[src/rtl/fa_sweep_driver.sv]
// Full-adder initiator: sweeps all 8 {a,b,c} vectors PASSES times and checks sum/carry against a reference.
// Each vector takes SETTLE_CYCLES+2 cycles; start is only sampled in IDLE, and every output is registered.
module fa_sweep_driver #(
    parameter int SETTLE_CYCLES = 1,
    parameter int PASSES        = 1,
    parameter int ERR_W         = 4
) (
    input  logic             clk,
    input  logic             rst,
    input  logic             start,
    output logic             a,
    output logic             b,
    output logic             c,
    input  logic             sum,
    input  logic             carry,
    output logic             busy,
    output logic             done,
    output logic [2:0]       vec_idx,
    output logic [ERR_W-1:0] err_cnt,
    output logic             fail
);
    localparam logic [2:0] S_IDLE  = 3'd0;
    localparam logic [2:0] S_DRIVE = 3'd1;
    localparam logic [2:0] S_WAIT  = 3'd2;
    localparam logic [2:0] S_CHECK = 3'd3;
    localparam logic [2:0] S_DONE  = 3'd4;

    localparam logic [3:0]       SETTLE_LOAD = 4'(SETTLE_CYCLES - 1);
    localparam logic [7:0]       LAST_PASS   = 8'(PASSES - 1);
    localparam logic [ERR_W-1:0] ERR_MAX     = '1;

    logic [2:0]       state_q, state_d;
    logic [2:0]       vec_q, vec_d;
    logic [2:0]       abc_q, abc_d;
    logic [7:0]       pass_q, pass_d;
    logic [3:0]       settle_q, settle_d;
    logic [ERR_W-1:0] err_q, err_d;
    logic             fail_q, fail_d;
    logic             busy_q, busy_d;
    logic             done_q, done_d;
    logic             mismatch;

    // The registered drive bits are the reference, so the check sees exactly what the responder saw.
    assign mismatch = (sum != ^abc_q) ||
                      (carry != ((abc_q[2] & abc_q[1]) | (abc_q[2] & abc_q[0]) | (abc_q[1] & abc_q[0])));

    always_comb begin
        state_d  = state_q;
        vec_d    = vec_q;
        abc_d    = abc_q;
        pass_d   = pass_q;
        settle_d = settle_q;
        err_d    = err_q;
        fail_d   = fail_q;
        case (state_q)
            S_IDLE: begin
                if (start) begin
                    err_d   = '0;
                    fail_d  = 1'b0;
                    vec_d   = 3'd0;
                    abc_d   = 3'd0;
                    pass_d  = 8'd0;
                    state_d = S_DRIVE;
                end
            end
            S_DRIVE: begin
                settle_d = SETTLE_LOAD;
                state_d  = S_WAIT;
            end
            S_WAIT: begin
                if (settle_q == 4'd0) state_d  = S_CHECK;
                else                  settle_d = settle_q - 4'd1;
            end
            S_CHECK: begin
                if (mismatch) begin
                    if (err_q != ERR_MAX) err_d = err_q + 1'b1;
                    fail_d = 1'b1;
                end
                if (vec_q != 3'd7) begin
                    vec_d   = vec_q + 3'd1;
                    abc_d   = vec_q + 3'd1;
                    state_d = S_DRIVE;
                end else if (pass_q != LAST_PASS) begin
                    pass_d  = pass_q + 8'd1;
                    vec_d   = 3'd0;
                    abc_d   = 3'd0;
                    state_d = S_DRIVE;
                end else begin
                    state_d = S_DONE;
                end
            end
            S_DONE: begin
                abc_d   = 3'd0;
                vec_d   = 3'd0;
                state_d = S_IDLE;
            end
            default: state_d = S_IDLE;
        endcase
        busy_d = (state_d == S_DRIVE) || (state_d == S_WAIT) || (state_d == S_CHECK);
        done_d = (state_d == S_DONE);
    end

    always_ff @(posedge clk or posedge rst) begin
        if (rst) begin
            state_q  <= S_IDLE;
            vec_q    <= 3'd0;
            abc_q    <= 3'd0;
            pass_q   <= 8'd0;
            settle_q <= 4'd0;
            err_q    <= '0;
            fail_q   <= 1'b0;
            busy_q   <= 1'b0;
            done_q   <= 1'b0;
        end else begin
            state_q  <= state_d;
            vec_q    <= vec_d;
            abc_q    <= abc_d;
            pass_q   <= pass_d;
            settle_q <= settle_d;
            err_q    <= err_d;
            fail_q   <= fail_d;
            busy_q   <= busy_d;
            done_q   <= done_d;
        end
    end

    assign a       = abc_q[2];
    assign b       = abc_q[1];
    assign c       = abc_q[0];
    assign vec_idx = vec_q;
    assign err_cnt = err_q;
    assign fail    = fail_q;
    assign busy    = busy_q;
    assign done    = done_q;
endmodule

[config.mk]
export PLATFORM = sky130hd
export DESIGN_NAME = fa_sweep_driver
export DESIGN_NICKNAME = d
export VERILOG_FILES = /design/src/rtl/fa_sweep_driver.sv
export SDC_FILE = /design/constraint.sdc
export NUM_CORES = 1
export LEC_CHECK = 0
export ABC_AREA = 1
export CAP_MARGIN = 20
export CELL_PAD_IN_SITES_DETAIL_PLACEMENT = 0
export CELL_PAD_IN_SITES_GLOBAL_PLACEMENT = 1
export CORE_MARGIN = 2
export CORE_UTILIZATION = 40
export CTS_CLUSTER_DIAMETER = 200
export DETAILED_ROUTE_END_ITERATION = 8
export GPL_TIMING_DRIVEN = 0
export PLACE_DENSITY = 0.76
export SYNTH_ARGS = -nofsm -noshare
export SYNTH_HDL_FRONTEND = slang
export SYNTH_SLANG_ARGS = --single-unit
[constraint.sdc]
create_clock -name clk -period 2.3 [get_ports clk]
set_clock_uncertainty 0.05 [all_clocks]
set_input_delay 0.46 -clock clk [delete_from_list [all_inputs] [get_ports clk]]
set_output_delay 0.46 -clock clk [all_outputs]
set_load 0.01 [all_outputs]
### Yosys cells after proc, flatten, opt, wreduce, memory -nomap -nowiden

Index checks and enable logic that the tools add are counted.

* register bits: 25
* input port bits: 5
* word-level logic and storage cells: 73

* add/subtract/negate cells: 4
* eq/ne operators: 19
* muxes and demuxes: 22
* bitwise logic cells: 5
* reduce and logical (&&, ||, !) cells: 15

Operators by type and width (count)
* $mux W8: 3
* $mux W3: 7
* $mux W4: 4
* $pmux W4 S2: 2
* $pmux W8 S2: 1
* $eq A3 B2 Y1 const B: 4
* $ne A2 B2 Y1 const B: 6
* $pmux W3 S4: 1
* $pmux W3 S3: 1
* $add A8 B1 Y8 const B: 1
* $reduce_and A4 Y1: 2
* $reduce_bool A8 Y1: 1
* $eq A3 B1 Y1 const B: 2
* $eq A3 B3 Y1 const B: 2
* $ne A3 B3 Y1 const B: 2
* $reduce_and A3 Y1: 2
* $add A4 B1 Y4 const B: 1
* $logic_not A4 Y1: 1
* $ne A4 B4 Y1 const B: 1
* $reduce_bool A2 Y1: 2
* $sub A4 B1 Y4 const B: 1
* $add A3 B1 Y3 const B: 1
* $and A1 B1 Y1: 3
* $logic_not A3 Y1: 1
* other kinds (8): 13

### Logic depth before layout (Yosys ltp)

* depth in word-level cells: 7
* gate-level depth with buffers: 10
* mapped depth without buffers: 10

### Worst setup path before layout

Ideal clock, no wire load.

* path type: reg-to-reg
* from: register abc_q[2]
* to: register err_q[0], in the netlist err_cnt[0]
* data arrival time: 1.499 ns
* data required time: 2.185 ns
* slack: 0.686 ns
* cell stages (with the launch flop): 10
* clock period less this slack: 1.614 ns
* path through: dfrtp_1 fa_1 inv_1 nand2_1 nand4_1 nand2_1 nand2_2 nand2_2 nand2_1 nand2_1

* word-level cells in the longest chain between the ends: 7

RTL lines
* start: declaration: line 34 `logic [2:0] abc_q, abc_d;`
* start signal: assignment: line 107 `abc_q <= 3'd0;`
* start signal: assignment: line 117 `abc_q <= abc_d;`
* $and A1 B1 Y1: line 45 `(carry != ((abc_q[2] & abc_q[1]) | (abc_q[2] & abc_q[0]) | (abc_q[1] & abc_q[0])));`
* $or A1 B1 Y1 (2 in a row): line 45
* $ne A1 B1 Y1: line 45
* $logic_or A1 B1 Y1 (*): line 44 `assign mismatch = (sum != ^abc_q) ||`
* $ne A2 B2 Y1 (no line) (*)
* $reduce_and A4 Y1 (no line) (*)
* end signal: assignment: line 120 `err_q <= err_d;`
* end: declaration: line 37 `logic [ERR_W-1:0] err_q, err_d;`

Every way passes the cells marked *; elsewhere a longest branch is shown, timed or not.
A chain may end at the register's enable or synchronous reset.

==> results.yml <==
status:
  status: "completed"
timing:
  tns_ns: 0
  slew_headroom_pct: 67.1
  drv_slew: 0
  period_share_pct: 82.0
  worst_slack_ns: 0.413
  final_hold_viol_count: 0
  rsz0062_at_grt: "false"
  fin_crit_ns: 1.89
  setup_violations: 0
  fin_hold_ws_ns: 0.432
  clock.fmax_ghz: 0.530
  worst_pin_slew_ns: 0.493
synthesis:
  ys_types: 29
  synth_seq_cells: 25
  syn_inst: 205
  synth_ff_type: "dfrtp_1"
  synth_edf_count: 0
  syn-num-nets: 217
  async_flop_share_pct: 100
  synth_area_um2: 1530
  synthTopCellsByArea: "dfrtp_1 41%, nand2_1 16%, nand3_1 6.9%, inv_1 6.1%, nor2_1 5.6%"
  yosys_warnings: 0
  synth_top_cell_by_area: "dfrtp_1"
  syn_area_per_cell_um2: 7.46
  ys_seq_area_share_pct: 40.9
  netlist.area_leader.share_pct: 40.9
cells_and_area:
  nets: 240
  layout-drive-gt1-share_pct: 9.25
  antenna_cells: 0
  syn2layout_area_growth_pct: 19.8
  utilization_pct: 50.0
detailed_routing:
  avgViaCountPerCell: 4.69
  vias: 1290
  drc: 0
  first_pass_iters: 4
  wl_per_cell_um: 11.1
  routed_wl_um: 3060
  antenna_left: 0
  drt_iter0_drc: 31
global_routing:
  grt.overflow.total: 0
  grtUsageMet3_pct: 2.21
  met2_usage_pct: 28.9
  grt_max_degree: 26
  grt_pass1_wl_um: 5450
  met1_usage_pct: 20.4
  track_usage_pct: 16.5
  busiest_layer: "met2"
  antenna_found_initial: 0
  first_global_vias: 1263
placement:
  dp_hpwl_um: 2280
  pre_cts_ws_ns: 0.513
  io_buffers: 17
  gp_congestion: 0.801
power_and_ir_drop:
  switching_share_pct: 44.4
  p_per_area_nw_per_um2: 999
  power_uw: 1830
  ir_drop_mv: 0.447
  p_leak_uw: 0.000941
  combPwrFrac_pct: 51.1
  seqPwrFrac_pct: 34.3
  power.internal_uw: 1020
  p_switching_uw: 812
  power_frac_clock_pct: 14.6
setup_path:
  rr_startpoint: "abc_q[2]"
  rrSetupSlack_ns: 0.50
  worst_setup_path_start_kind: "flop"
  rr_worst_depth: 9
  r2r-end: "err_cnt[3]"
  critPathArrivalTime_ns: 1.38
  endpoint_kind: "output pin"
  crit_required_ns: 1.79
  critical_path_class: "reg2out"
  worstPathMaxFanout: 6
  endpoint: "vec_idx[0]"
  startpoint: "abc_q[0]"
cts:
  cts_setup_buffers: 0
  cts_tree: "built"
  root_buffer: "clkbuf_8"
  cts_sinks: 25
  cts_buffers: 3
  clockBufferDepth: 2
  postCtsHoldBufs: 0
  clk_pin_slew_ns: 0.09
  htreeDepth: 1
  insertion_delay_ns: 0.27
  ctsResizeCount: 0
die:
  fp-row-count: 22
  ios: 18
  dieArea_um2: 4330
  floorplan.initialDensity_pct: 41.8
  core_um2: 3660
  die_w_um: 65.8
  dieHeight_um: 65.8
job:
  drv_cap: 0
min_path:
  hold_path.class: "reg2reg"
==> worst max-delay path, stage by stage, from the launching register on <==
cell and delay, ns:
dfrtp_1 0.45, buf_4 0.14, clkdlybuf4s50_1 0.52
==> worst min path at each step <==
stage	end	slack, ns	start	cells after the start
6_report	settle_q[0]	0.43	settle_q[0]	1
5_1_grt	settle_q[0]	0.46	settle_q[0]	1
4_1_cts	settle_q[0]	0.43	settle_q[0]	1
3_5_place_dp	settle_q[0]	0.42	settle_q[0]	1
3_3_place_gp	settle_q[0]	0.41	settle_q[0]	1
2_1_floorplan	settle_q[0]	0.39	settle_q[0]	1
==> synth_stat cells (2+ instances only) <==
library cell / instances
nand2_1: 67
dfrtp_1: 25
inv_1: 25
nor2_1: 23
nand3_1: 21
ha_1: 6
nor3b_1: 4
a21oi_1: 3
buf_4: 3
inv_2: 3
o21ai_0: 3
nand2_2: 2
nand2_4: 2
nand3b_1: 2
xor2_1: 2
==> flip-flops by register name, summed over array words and instances (netlist names) <==
register  cells
fail          1
settle_q      4
abc_q         3
busy          1
err_cnt       4
pass_q        8
state_q       3
done          1
==> layer usage <==
metal,vias to the layer above,wire length [um]
li1,684,-
met1,585,1520
met2,17,1420
met3,4,83
met4,0,42
met5,-,0
==> metrics by stage <==
stage               instances  area [um^2]
floorplan                 205         1530
global placement          270         1760
detailed placement        270         1760
CTS                       274         1800
global route              275         1830
finish                    275         1830
==> layout by cell type, fill, tap and decap left out, drive strengths merged <==
cell / Yosys / layout
nand2: 72 / 72
inv: 29 / 29
dfrtp: 25 / 25
nor2: 25 / 25
nand3: 22 / 22
clkdlybuf4s50: 0 / 17
ha: 6 / 6
clkbuf: 1 / 5
nor3b: 4 / 4
buf: 3 / 4
a21oi: 3 / 3
o21ai: 3 / 3
xor2: 2 / 2
nand3b: 2 / 2
or2: 2 / 2
nand4: 1 / 1
nor3: 1 / 1
o22ai: 1 / 1
and3: 1 / 1
xnor2: 1 / 1
fa: 1 / 1
==> power by group through the flow <==
stage	combinational, uW	clock, uW	sequential, uW
floorplan	620	0	643
global placement	929	0	632
detailed placement	945	0	639
CTS	946	277	630
global route	1060	296	646
finish	934	268	628
==> cell families (layout without fill, tap and decap cells) <==
family,after synthesis,in the layout,share of synthesized area (%)
DFF,25,25,40.9
xor gates and xnor gates,3,3,1.72
and+or+nand+nor,130,130,39.8
buffers and inverters,33,55,9.00
adders and majority gates,7,7,6.22
AOI/OAI and AO/OA,7,7,2.37
==> final cells by class <==
cell class	count	area [um^2]
inverter	29	111
sequential	25	626
clock buffer	4	45.0
tap	48	60.1
multi-input combinational	147	766
timing repair buffer	18	198
fill	355	1830
buffer	4	26.3
(Power assumes the default switching activity.)
